### config.mk
export PLATFORM = sky130hd
export DESIGN_NAME = ysyx_icache
export DESIGN_NICKNAME = d
export VERILOG_FILES = /design/src/rtl/ysyx_icache.sv
export SDC_FILE = /design/constraint.sdc
export NUM_CORES = 2
export LEC_CHECK = 0
export ABC_CLOCK_PERIOD_IN_PS = 8060
export BUFFER_PORTS_ARGS = -buffer_cell sky130_fd_sc_hd__buf_2
export CAP_MARGIN = 20
export CORE_ASPECT_RATIO = 0.8
export CORE_MARGIN = 2
export CORE_UTILIZATION = 50
export DETAILED_ROUTE_END_ITERATION = 12
export MAX_ROUTING_LAYER = met4
export PLACE_DENSITY = 0.71
export SYNTH_ARGS = -nofsm -noshare
export SYNTH_HDL_FRONTEND = slang
export SYNTH_SLANG_ARGS = --single-unit
### constraint.sdc
create_clock -name clk -period 8.06 [get_ports clk]
set_input_delay 1.209 -clock clk [delete_from_list [all_inputs] [get_ports clk]]
set_output_delay 1.209 -clock clk [all_outputs]
set_load 0.03 [all_outputs]
### src/rtl/ysyx_icache.sv
// ysyx_icache: direct-mapped instruction cache between the IFU and the bus arbiter.
// Hits answer in the cycle after the request; misses refill a full line in word order.
module ysyx_icache #(
    parameter int              ADDR_W      = 32,
    parameter int              OFFSET_BITS = 4,
    parameter int              INDEX_BITS  = 4,
    parameter logic [ADDR_W-1:0] CACHE_LO  = 32'h30000000,
    parameter logic [ADDR_W-1:0] CACHE_HI  = 32'hA0000000
) (
    input  logic              clk,
    input  logic              rst,
    input  logic [ADDR_W-1:0] ifu_araddr,
    input  logic              ifu_arvalid,
    output logic [ADDR_W-1:0] ifu_rdata_o,
    output logic              ifu_rvalid_o,
    output logic [ADDR_W-1:0] bus_araddr_o,
    output logic              bus_arvalid_o,
    input  logic [ADDR_W-1:0] bus_rdata,
    input  logic              bus_rvalid,
    input  logic              fence_i,
    output logic [31:0]       hit_cnt_o,
    output logic [31:0]       miss_cnt_o
);
    localparam int WSEL_W = OFFSET_BITS - 2;
    localparam int LINES  = 1 << INDEX_BITS;
    localparam int WORDS  = 1 << WSEL_W;
    localparam int TAG_W  = ADDR_W - OFFSET_BITS - INDEX_BITS;

    typedef enum logic [2:0] {IDLE, LOOKUP, REFILL, BYPASS, RESP} state_e;

    state_e              state_q, state_d;
    logic [ADDR_W-1:0]   addr_q, addr_d;
    logic [WSEL_W-1:0]   k_q, k_d;
    logic                kill_q, kill_d;
    logic                drop_q, drop_d;
    logic [ADDR_W-1:0]   buf_q, buf_d;
    logic [ADDR_W-1:0]   rdata_q;
    logic [31:0]         hit_q, hit_d, miss_q, miss_d;
    logic [LINES-1:0]    valid_q, valid_d;
    logic                data_we, tag_we;

    logic [TAG_W-1:0]    tag_q  [LINES];
    logic [ADDR_W-1:0]   data_q [LINES][WORDS];

    logic [INDEX_BITS-1:0] idx;
    logic [WSEL_W-1:0]     wsel;
    logic [TAG_W-1:0]      tag;
    logic                  cacheable, hit;

    assign idx       = addr_q[OFFSET_BITS +: INDEX_BITS];
    assign wsel      = addr_q[2 +: WSEL_W];
    assign tag       = addr_q[ADDR_W-1 -: TAG_W];
    assign cacheable = (addr_q >= CACHE_LO) && (addr_q < CACHE_HI);
    assign hit       = cacheable && valid_q[idx] && (tag_q[idx] == tag);
    assign hit_cnt_o  = hit_q;
    assign miss_cnt_o = miss_q;

    always_comb begin
        state_d       = state_q;
        addr_d        = addr_q;
        k_d           = k_q;
        kill_d        = kill_q;
        drop_d        = 1'b0;
        buf_d         = buf_q;
        valid_d       = valid_q;
        hit_d         = hit_q;
        miss_d        = miss_q;
        data_we       = 1'b0;
        tag_we        = 1'b0;
        ifu_rvalid_o  = 1'b0;
        ifu_rdata_o   = rdata_q;
        bus_arvalid_o = 1'b0;
        bus_araddr_o  = '0;
        // Outside a refill an invalidate takes effect at the next edge.
        if (fence_i && state_q != REFILL) valid_d = '0;
        unique case (state_q)
            IDLE: begin
                kill_d = 1'b0;
                if (ifu_arvalid) begin
                    addr_d  = ifu_araddr;
                    state_d = LOOKUP;
                end
            end
            LOOKUP: begin
                if (hit) begin
                    ifu_rvalid_o = 1'b1;
                    ifu_rdata_o  = data_q[idx][wsel];
                    hit_d        = (hit_q == '1) ? hit_q : hit_q + 32'd1;
                    state_d      = IDLE;
                end else begin
                    miss_d  = (miss_q == '1) ? miss_q : miss_q + 32'd1;
                    k_d     = '0;
                    state_d = cacheable ? REFILL : BYPASS;
                end
            end
            REFILL: begin
                bus_araddr_o  = {addr_q[ADDR_W-1:OFFSET_BITS], k_q, 2'b00};
                bus_arvalid_o = !drop_q;
                if (fence_i) kill_d = 1'b1;
                if (bus_rvalid && !drop_q) begin
                    data_we = 1'b1;
                    drop_d  = 1'b1;
                    k_d     = k_q + 1'b1;
                    if (k_q == WSEL_W'(WORDS - 1)) begin
                        tag_we       = 1'b1;
                        valid_d[idx] = !(kill_q || fence_i);
                        state_d      = RESP;
                    end
                end
            end
            BYPASS: begin
                bus_araddr_o  = addr_q;
                bus_arvalid_o = 1'b1;
                if (bus_rvalid) begin
                    buf_d   = bus_rdata;
                    state_d = RESP;
                end
            end
            RESP: begin
                ifu_rvalid_o = 1'b1;
                ifu_rdata_o  = cacheable ? data_q[idx][wsel] : buf_q;
                kill_d       = 1'b0;
                state_d      = IDLE;
            end
            default: state_d = IDLE;
        endcase
    end

    always_ff @(posedge clk or posedge rst) begin
        if (rst) begin
            state_q <= IDLE;
            addr_q  <= '0;
            k_q     <= '0;
            kill_q  <= 1'b0;
            drop_q  <= 1'b0;
            buf_q   <= '0;
            rdata_q <= '0;
            hit_q   <= '0;
            miss_q  <= '0;
            valid_q <= '0;
        end else begin
            state_q <= state_d;
            addr_q  <= addr_d;
            k_q     <= k_d;
            kill_q  <= kill_d;
            drop_q  <= drop_d;
            buf_q   <= buf_d;
            rdata_q <= ifu_rdata_o;
            hit_q   <= hit_d;
            miss_q  <= miss_d;
            valid_q <= valid_d;
        end
    end

    always_ff @(posedge clk) begin
        if (data_we) data_q[idx][k_q] <= bus_rdata;
        if (tag_we)  tag_q[idx] <= tag;
    end
endmodule
==> results.md <==
- Vias in the first global route: 48552
- Primary FF master, synth: edfxtp_1
- Initial antenna violation count: 10
- Clk pwr share: 30.1%
- EDFF count, synth: 2432
- Placed wire-length estimate: 135500 um
- Skew final: 0.04868 ns
- CP Class: reg -> out
- YS warnings: 0
- Share of cells above drive strength 1: 31.96%
- Slew @ Worst Pin: 1.182 ns
- Setup-failing EPs final: 0
- Core ar.: 201000 sq um
- CP Cell Sequence: buf_12 > buf_4 > mux2i_1 > nor4_1 > o41ai_1 > nand4b_1 > and4b_1 > nand4_1 > nor4_2 > nand3b_1 > a21oi_4 > buf_4 > a221o_1 > buf_2
- Starting Density: 50.42%
- CP top delay family: compound AO/OA/AOI/OAI gates
- Via count: 49488
- Slew Limit Fails: 0
- Final non-filler cell total: 7728
- Static Leak: 36.95 nW
- Syn nets: 4552
- Sink Count: 2615
- Netlist cell types: 75
- Combinational Power Share: 27.7%
- Post-DR vias/cell: 6.404
- WP buf/inv: 4
- Register area: 77630 sq um
- Seq pwr share: 42.2%
- Reg clk slew, reported paths: 0.06 ns
- Mapped Cells: 4477
- Final Critical Period: 7.616 ns
- P_int: 27.04 mW
- Fin Setup TNS: 0 ns
- Max cap viols: 0
- CP most frequent cell: buf_4
- Placed Cells: 7247
- Multi-input logic area: 23070 sq um
- Ys async rst share: 6.998%
- CP startpoint kind: flop
- Post-Route WL: 253400 um
- Hold Fails Final Rpt: 0
- Num rows: 147
- Worst endpoint required time: 6.85 ns
- DRC: 0
- CTS Buf Count: 237
- H-tree depth: 4
- Synthesis-to-finish area growth: 13.33%
- Crit path capture type: output port
- Post-Synthesis Cell Area: 101400 sq um
- Root Buffer: clkbuf_16
- Die span in x: 507.4 um
- Overall Global Routing Usage: 25.39%
- Pwr dens: 336.4 nW/um^2
- GPL Wtd Cong: 0.8870
- Max incr delay on CP: 1.08 ns
- Mean Syn Cell Area: 22.64 sq um
- Fillers: 14186
- First-pass GRT wire length: 360600 um
- Unrepaired setup endpoints after global routing: no
- Initial DRC Count: 6935
- Arr. time, crit path: 6.41 ns
- Congestion Overflow GR: 0
- Die height: 406.7 um
- Port Buffers: 198
- Clock buffer depth: 3
- Highest net fanout along the worst path: 53
- Status: completed
- Worst min-delay path category: in -> async
- Fmax: 131.3 MHz
- VDD IR max: 0.0002924 V
- # IOs: 199
- Commonest non-fill, non-tap cell in the layout: edfxtp_1
- Post-CTS Setup Bufs: 0
- Drt pass-1 iters: 8
- NumNets Final: 4901
- Wirelength per Cell: 32.79 um
- Register area share after synthesis: 76.56%
- Slew headroom: 21.02%
- Largest net degree at the start of global routing: 138
- CTS resizes: 0
- Switching fraction of total power: 30.04%
- CTS tree: built
- Post-route ant nets: 0
- Fin crit share: 94.49%
- #FFs+latches synth: 2615
- Worst skew pair latency: 0.88 ns
- Die area: 206400 sq um
- Cts hold-fix bufs: 0
- Switching power total: 11.61 mW
- Most frequent cells in the layout: edfxtp_1 (2432), mux4_2 (728), clkbuf_16 (239)
- CP max stage cell: dfrtp_4
layout make-up:
type	count	area share [%]
clock inverters	144	1.449
well taps	2682	2.921
multi-input cells	1595	20.08
clock buffers	309	5.618
diodes	6	0.01307
repair buffers	357	2.261
inverters	20	0.07842
flip-flops and latches	2615	67.58
worst register-to-register path: stages (launching register included):
cell      delay, ns
dfrtp_4        1.08
buf_12         0.35
buf_4          0.46
mux2i_1        0.29
nor4_1         0.07
o41ai_1        0.56
nand4b_1       0.15
and4b_1        0.27
nand4_1        0.15
nor4_2         0.47
nand3b_1       0.23
a21oi_4        0.74
buf_4          0.31
a221o_1        0.20
synthesized netlist by cell type, drive strengths merged (3+ instances only):
library cell	instances	area [sq um]
xnor2	66	578.1
o31a	3	26.28
mux2	68	765.7
a32oi	6	52.55
o32ai	3	26.28
buf	113	629.4
clkbuf	134	503.0
a21o	3	22.52
mux2i	116	1161
nand2b	7	43.79
nor2	92	347.8
o31ai	3	22.52
dfrtp	183	4579
xor2	12	105.1
a22o	14	122.6
and3	34	212.7
a221o	32	320.3
nand2	94	352.8
nor2b	9	56.30
and2	60	375.4
a21boi	4	30.03
nor4	6	43.79
edfxtp	2432	73030
o211ai	3	22.52
nor3	45	225.2
ha	6	75.07
or2	4	25.02
nand4	30	187.7
nand3	48	240.2
a21oi	14	70.07
o22ai	9	56.30
a22oi	16	120.1
a2111oi	4	42.54
mux4	728	16400
and4	3	26.28
o21ai	15	75.07
inv	19	71.32
a31oi	4	25.02
power by group through the flow:
stage / logic (mW) / registers (mW) / clock network, mW
3_5_place_dp: 10.7 / 16.6 / 0
3_3_place_gp: 10.6 / 16.5 / 0
5_1_grt: 11.2 / 16.4 / 12.3
2_1_floorplan: 7.52 / 16.1 / 0
4_1_cts: 10.7 / 16.3 / 11.8
6_report: 10.7 / 16.3 / 11.6
per-stage QoR:
stage               utilization, %  setup slack [ns]  instance area [sq um]  total power, mW  hold WS, ns
finish                       57.14            0.4441                 114900            38.64       0.3737
global route                 57.14           0.09128                 114900            39.86       0.3745
CTS                          56.90            0.3819                 114400            38.80       0.4885
detailed placement           52.86             1.325                 106300            27.25       0.4767
global placement             52.86             1.487                 106300            27.16       0.4672
floorplan                        -             1.879                 101400            23.62       0.4692
registers in the layout, indices dropped and copies added, names as in the netlist, 2 cells and up:
register,flops
miss_cnt_o,32
hit_cnt_o,32
tag_q,384
addr_q,32
state_q,3
buf_q,32
rdata_q,32
data_q,2048
k_q,2
valid_q,16
cell families (layout without fill, tap and decap cells):
logic type                 count (synthesis)  in the layout  share of synthesized area [%]
xor gates and xnor gates                  78             78                         0.6739
muxes                                    912            912                          18.08
and+or+nand+nor                          442            442                          2.192
buffers and inverters                    267            830                          1.191
other                                      0              6                              0
DFF                                     2615           2615                          76.56
adders and majority gates                  6              6                        0.07406
AOI/OAI and AO/OA                        157            157                          1.231
final timing paths:
path                       slack [ns]                         to  depth (start not counted)                       from
max                              0.44            ifu_rdata_o[31]                         14      addr_q[4]$_DFFE_PP0P_
max in group asynchronous        6.04      buf_q[11]$_DFFE_PP0P_                          4                        rst
min in group clk                 0.49  hit_cnt_o[10]$_DFFE_PP0P_                          1  hit_cnt_o[10]$_DFFE_PP0P_
min                              0.37  miss_cnt_o[4]$_DFFE_PP0P_                          2                        rst
max reg2reg                      2.67      rdata_q[31]$_DFF_PP0_                         13      addr_q[4]$_DFFE_PP0P_
min reg2reg                      0.49  hit_cnt_o[10]$_DFFE_PP0P_                          1  hit_cnt_o[10]$_DFFE_PP0P_
per-layer routing:
layer  GRT usage, %  wire, um  up-vias
met1          36.00    100300    26661
met3          6.248     28110      382
met5              -         0        -
met4          6.724      6449        0
li1               -         -    19625
met2          37.29    118600     2820
Power figures use the tool's default switching activity.
